--- src/rtl/pipelined_prefix_adder.sv ---
// Kogge-Stone adder/subtractor with a configurable number of register stages.
// Valid/ready on both sides; carry-out, signed overflow, zero and a passthrough tag ride with each beat.
module pipelined_prefix_adder #(
  parameter int WIDTH       = 32,
  parameter int PIPE_STAGES = 2,
  parameter int TAG_W       = 4
) (
  input  logic             clk,
  input  logic             rst,
  input  logic             in_valid,
  output logic             in_ready,
  input  logic [WIDTH-1:0] a,
  input  logic [WIDTH-1:0] b,
  input  logic             cin,
  input  logic             sub,
  input  logic [TAG_W-1:0] tag_in,
  output logic             out_valid,
  input  logic             out_ready,
  output logic [WIDTH-1:0] s,
  output logic             cout,
  output logic             ovf,
  output logic             zero,
  output logic [TAG_W-1:0] tag_out
);
  localparam int LOG  = $clog2(WIDTH);
  localparam int NLVL = LOG + 1;
  localparam int LPS  = (NLVL + PIPE_STAGES - 1) / PIPE_STAGES;

  typedef struct packed {
    logic [WIDTH-1:0] g;
    logic [WIDTH-1:0] p;
    logic [WIDTH-1:0] h;
    logic [WIDTH-1:0] s;
    logic             c0;
    logic             co;
    logic             ov;
    logic             z;
    logic [TAG_W-1:0] tag;
  } beat_t;

  beat_t                  st_q [PIPE_STAGES];
  beat_t                  st_d [PIPE_STAGES];
  logic [PIPE_STAGES-1:0] vld_q;
  beat_t                  prep;
  beat_t                  t;
  logic [WIDTH-1:0]       b_eff;
  logic                   c0;
  logic                   en;

  // Handshake: a beat enters on in_valid & in_ready and leaves on out_valid & out_ready.
  // One enable moves the whole pipe, so a stalled output freezes every stage, bubbles included.
  assign en       = ~vld_q[PIPE_STAGES-1] | out_ready;
  assign in_ready = en;

  always_comb begin
    b_eff     = sub ? ~b : b;
    c0        = sub ? ~cin : cin;
    prep      = '0;
    prep.h    = a ^ b_eff;
    prep.p    = a ^ b_eff;
    prep.g    = a & b_eff;
    // Carry-in folded into bit 0 so group 0 already spans the virtual position -1.
    prep.g[0] = (a[0] & b_eff[0]) | ((a[0] ^ b_eff[0]) & c0);
    prep.c0   = c0;
    prep.tag  = tag_in;
  end

  always_comb begin
    t = prep;
    for (int j = 0; j < PIPE_STAGES; j++) begin
      t = (j == 0) ? prep : st_q[(j == 0) ? 0 : j - 1];
      for (int lv = 1; lv <= NLVL; lv++) begin
        if (lv > j * LPS && lv <= (j + 1) * LPS) begin
          if (lv <= LOG) begin
            t.g = t.g | (t.p & (t.g << (1 << (lv - 1))));
            t.p = t.p & (t.p << (1 << (lv - 1)));
          end else begin
            t.s  = t.h ^ {t.g[WIDTH-2:0], t.c0};
            t.co = t.g[WIDTH-1];
            t.ov = t.g[WIDTH-1] ^ t.g[WIDTH-2];
            t.z  = ~|(t.h ^ {t.g[WIDTH-2:0], t.c0});
          end
        end
      end
      st_d[j] = t;
    end
  end

  always_ff @(posedge clk) begin
    if (rst) begin
      vld_q <= '0;
      for (int j = 0; j < PIPE_STAGES; j++) st_q[j] <= '0;
    end else if (en) begin
      for (int j = 0; j < PIPE_STAGES; j++) begin
        vld_q[j] <= (j == 0) ? in_valid : vld_q[(j == 0) ? 0 : j - 1];
        // Bubbles leave stage data untouched so idle stages do not toggle.
        if ((j == 0) ? in_valid : vld_q[(j == 0) ? 0 : j - 1]) st_q[j] <= st_d[j];
      end
    end
  end

  assign out_valid = vld_q[PIPE_STAGES-1];
  assign s         = st_q[PIPE_STAGES-1].s;
  assign cout      = st_q[PIPE_STAGES-1].co;
  assign ovf       = st_q[PIPE_STAGES-1].ov;
  assign zero      = st_q[PIPE_STAGES-1].z;
  assign tag_out   = st_q[PIPE_STAGES-1].tag;
endmodule
--- config.mk ---
export PLATFORM = sky130hd
export DESIGN_NAME = pipelined_prefix_adder
export DESIGN_NICKNAME = d
export VERILOG_FILES = /design/src/rtl/pipelined_prefix_adder.sv
export SDC_FILE = /design/constraint.sdc
export NUM_CORES = 1
export LEC_CHECK = 0
export ABC_AREA = 1
export CAP_MARGIN = 20
export CORE_UTILIZATION = 50
export CTS_CLUSTER_DIAMETER = 80
export DETAILED_ROUTE_END_ITERATION = 8
export PLACE_DENSITY = 0.84
export RECOVER_POWER = 25
export SETUP_SLACK_MARGIN = 0.4
export SYNTH_ARGS = -nofsm -noshare
export SYNTH_HDL_FRONTEND = slang
export SYNTH_SLANG_ARGS = --single-unit
export TNS_END_PERCENT = 1
--- constraint.sdc ---
create_clock -name clk -period 4.75 [get_ports clk]
set_clock_uncertainty 0.2 [all_clocks]
set_input_delay 0.7125 -clock clk [delete_from_list [all_inputs] [get_ports clk]]
set_output_delay 0.7125 -clock clk [all_outputs]
set_load 0.02 [all_outputs]
# Word-level counts from Yosys, hierarchy flattened
# Memories as Yosys holds them, arrays and structs flattened.
# Cells that the tools add are included.
[op_classes]
bitwise_logic = 29
reduce_logical = 2
muxes = 14
[op_table]
columns = ["op", "count"]
rows = [
  ["$and A32 B32 Y32", 11],
  ["$mux W136", 2],
  ["$or A32 B32 Y32", 5],
  ["$xor A32 B32 Y32", 2],
  ["$mux W32", 1],
  ["$not A32 Y32", 1],
  ["$reduce_or A32 Y1", 1],
  ["$mux W1", 11],
  ["$or A1 B1 Y1", 4],
  ["$and A1 B1 Y1", 2],
  ["$not A1 Y1", 2],
  ["$xor A1 B1 Y1", 2],
  ["$logic_not A1 Y1", 1],
]
[totals]
out_inout_bits = 41
mem_count = 1
input_bits = 74
elab_cells = 47
ram_bits = 272
reg_bits = 2
[memory_table]
columns = ["memory", "words", "width", "rd", "rd_ports_with_merged_regs", "wr", "line_no", "source"]
rows = [
  ["st_q", 2, 136, 2, 0, 2, "41", "beat_t st_q [PIPE_STAGES];"],
]

# Logic depth before layout (Yosys ltp)
[depth]
ltp_word = 12
mapped_depth = 12
mapped_depth_nobuf = 10

# Worst setup path after synthesis
# OpenSTA, ideal clock, no wires.
[synth_timing]
path_type = "input to register"
startpoint = "in out_ready"
endpoint = "mem st_q[0][0] (netlist bit) (enable)"
path_slack_ns = 1.127
required_time_ns = 4.096
setup_ns = 0.454
cell_stages = 4
arrival_ns = 2.969
path_buffers = 0
path_cell_list = "inv_2 > nand2_2 > nand2_1 > nand2_1"
[synth_rtl]
columns = ["item", "line_no", "source"]
rows = [
  ["start, declared", "18", "input logic out_ready,"],
  ["end, declared", "41", ""],
]

==> results.md <==
- Post-synthesis cell type count: 32
- CP Class: primary input to register
- Sequential share of the synthesized area: 53.7%
- Met3 Resource Use GR: 4.76%
- Syn_area_per_cell: 9.48 um^2
- Highest Clock Rate: 296 MHz
- Crit start category: primary input
- Post-synth top area share: 53.1%
- Final GP Congestion: 0.896
- Yosys warnings: 0
- Seq cells post-synth: 134
- Comb pwr share: 20.1%
- Via density: 5.30
- Critical path peak fanout: 32
- Routed Antenna Nets: 0
- Setup-failing EPs final: 0
- CP endpoint kind: register
- Max Buffers Root-to-Sink: 2
- Final Util: 62.4%
- Met1 global-route usage: 29.3%
- Clock network power share: 36.7%
- Cell repeated most along the worst path: nand2_1
- Hold Violations, Final: 0
- Area Overhead vs Synth: 21.5%
- Initial Utilization: 51.3%
- Layout cells sized above 1: 4.19%
- Post-Route WL: 15700 um
- Clock Sinks: 134
- Met2 Use GR: 34.2%
- Synthesized Nets: 893
- Clk slew on worst S/H paths: 0.05 ns
- Overflow after GRT: 0
- CP required: 4.80 ns
- Final Cycle Share: 71.2%
- VDD IR max: 0.000285 V
- Slew Viols, Final: 40
- Relative slew margins: -32.4%
- GRT Max-Usage Layer: met2
- Critical path cell sequence: dlygate4sd3_1 -> clkinv_1 -> nand2_1 -> nand2_1 -> nand2_1 -> nand2_1 -> inv_2 -> nand4_1 -> nor2_1
- Post-DP HPWL: 12200 um
- Port bufs: 114
- Syn Inst Count: 787
- Num rows: 44
- I/O pin count: 115
- Final nets: 979
- DIE AREA: 0.0154 mm^2
- Most frequent cells in the layout: 156 x nand2_1, 132 x edfxtp_1, 104 x nor2_1
- Sequential share of power: 43.2%
- Die extent in y: 124 um
- Setup TNS: 0 ns
- GRT Util Overall: 21.6%
- Setup Fix Bufs, Post-CTS: 0
- Largest net degree at the start of global routing: 69
- Multi-input combinational cell area: 0.00273 mm^2
- CTS tree: done
- CP max stage cell: inv_2
- CTS buffer count: 17
- Critical Path Max Stage Delay: 0.67 ns
- Initial antenna violation count: 0
- Crit path DAT: 3.43 ns
- Sequential Area: 0.00400 mm^2
- Lkg Pwr: 3.93 nW
- Worst Max-Slew Pin Slew: 1.99 ns
- Filler Cell Count: 1169
- H-tree Lvls: 4
- Die width: 124 um
- Period minus WS final: 3.38 ns
- Mean routed wirelength per cell: 14.8 um
- CTS resizes: 0
- Switching power: 0.927 mW
- Remaining DRCs: 0
- Post-Syn Area: 0.00746 mm^2
- CTS root buf: clkbuf_16
- Initial DRC count: 526
- Drt pass-1 iters: 6
- Failing checks: max-capacitance violations, max-slew violations
- Status: complete, but fails checks
- Vias in the first global route: 5301
- CTS Hold Bufs: 0
- Commonest non-fill, non-tap cell in the layout: nand2_1
- HP Class: register to register
- Synth area leaders: edfxtp_1 53%, nand2_1 7.8%, ha_1 5.4%
- Core Box Area: 0.0145 mm^2
- First-pass GRT wire length: 25000 um
- RSZ-0062 raised after global routing: false
- Internal power: 2.51 mW
- Total of max-cap violations: 1
- Power Dens Cells: 379 mW/mm^2
- Skew-Pair Late Insertion Delay: 0.41 ns
- ANT cells: 0
- Via count: 5654
- Switching share of total power: 26.9%
- Synth area leader: edfxtp_1
## flip-flops by register name (all words and copies together), names as in the netlist
signal	flops
vld_q	2
st_q	132
## cell families after synthesis
| kind of cell | after synthesis | share of synthesized area [%] |
|---|---|---|
| fa+ha+maj | 32 | 5.37 |
| buf+inv | 149 | 9.75 |
| xor+xnor | 40 | 4.70 |
| simple gates | 333 | 18.9 |
| flops | 134 | 53.7 |
| compound gates | 99 | 7.61 |
## cell type report
type	instances	area share (%)
Sequential cell	134	44.2
Multi-Input combinational cell	504	30.1
Timing Repair Buffer	119	12.9
Clock buffer	18	4.73
Inverter	97	4.02
Tap cell	184	2.54
Clock inverter	11	1.50
## per-layer routing
metal	wire length, um	vias up	share of wire (%)
met1	6740	2534	43
met3	1420	34	9.0
met2	7210	297	46
met5	0	-	0
li1	-	2789	-
met4	376	0	2.4
## Yosys cell counts (all sizes together)
cell / n
a21o: 3
nor2: 107
nand3: 34
nand2: 157
xor2: 35
nand3b: 14
inv: 97
o21bai: 3
o21a: 3
ha: 32
nor3: 8
a21oi: 46
o21ai: 20
o31ai: 6
edfxtp: 132
buf: 52
nor4: 2
o22ai: 10
nand4: 11
xnor2: 5
a31oi: 1
a21boi: 6
dfxtp: 2
a211oi: 1
## worst max-delay path: cells and delay by family
kind | cells | cell delay (ns)
simple gates | 6 | 1.43
buf+inv | 3 | 1.26
## stage by stage
step | std cells | instance area [um^2] | total power [mW] | hold WS (ns) | worst slack, ns
global placement | 1038 | 8510 | 2.18 | 0.281 | 1.63
global route | 1067 | 9060 | 3.58 | 0.333 | 1.14
finish | 1067 | 9060 | 3.44 | 0.296 | 1.37
CTS | 1067 | 9070 | 3.44 | 0.300 | 1.93
detailed placement | 1038 | 8510 | 2.20 | 0.301 | 1.51
floorplan | 787 | 7460 | 1.98 | 0.255 | 1.13
## power groups by stage
stage | sequential [mW] | combinational (mW) | clock, mW
6_report | 1.49 | 0.693 | 1.26
5_1_grt | 1.49 | 0.767 | 1.32
4_1_cts | 1.48 | 0.695 | 1.26
3_5_place_dp | 1.51 | 0.688 | 0
3_3_place_gp | 1.50 | 0.680 | 0
2_1_floorplan | 1.49 | 0.483 | 0
## final timing paths
path         slack (ns)             startpoint  cells after the start                          to
max reg2reg        1.90  vld_q[1]$_SDFFE_PP0N_                      7  st_q[0][131]$_SDFFCE_PN0P_
max                1.37              out_ready                      9   st_q[0][86]$_SDFFCE_PN0P_
min                0.30  vld_q[0]$_SDFFE_PP0N_                      2       vld_q[0]$_SDFFE_PP0N_
min reg2reg        0.30  vld_q[0]$_SDFFE_PP0N_                      2       vld_q[0]$_SDFFE_PP0N_
(Power assumes the default switching activity.)
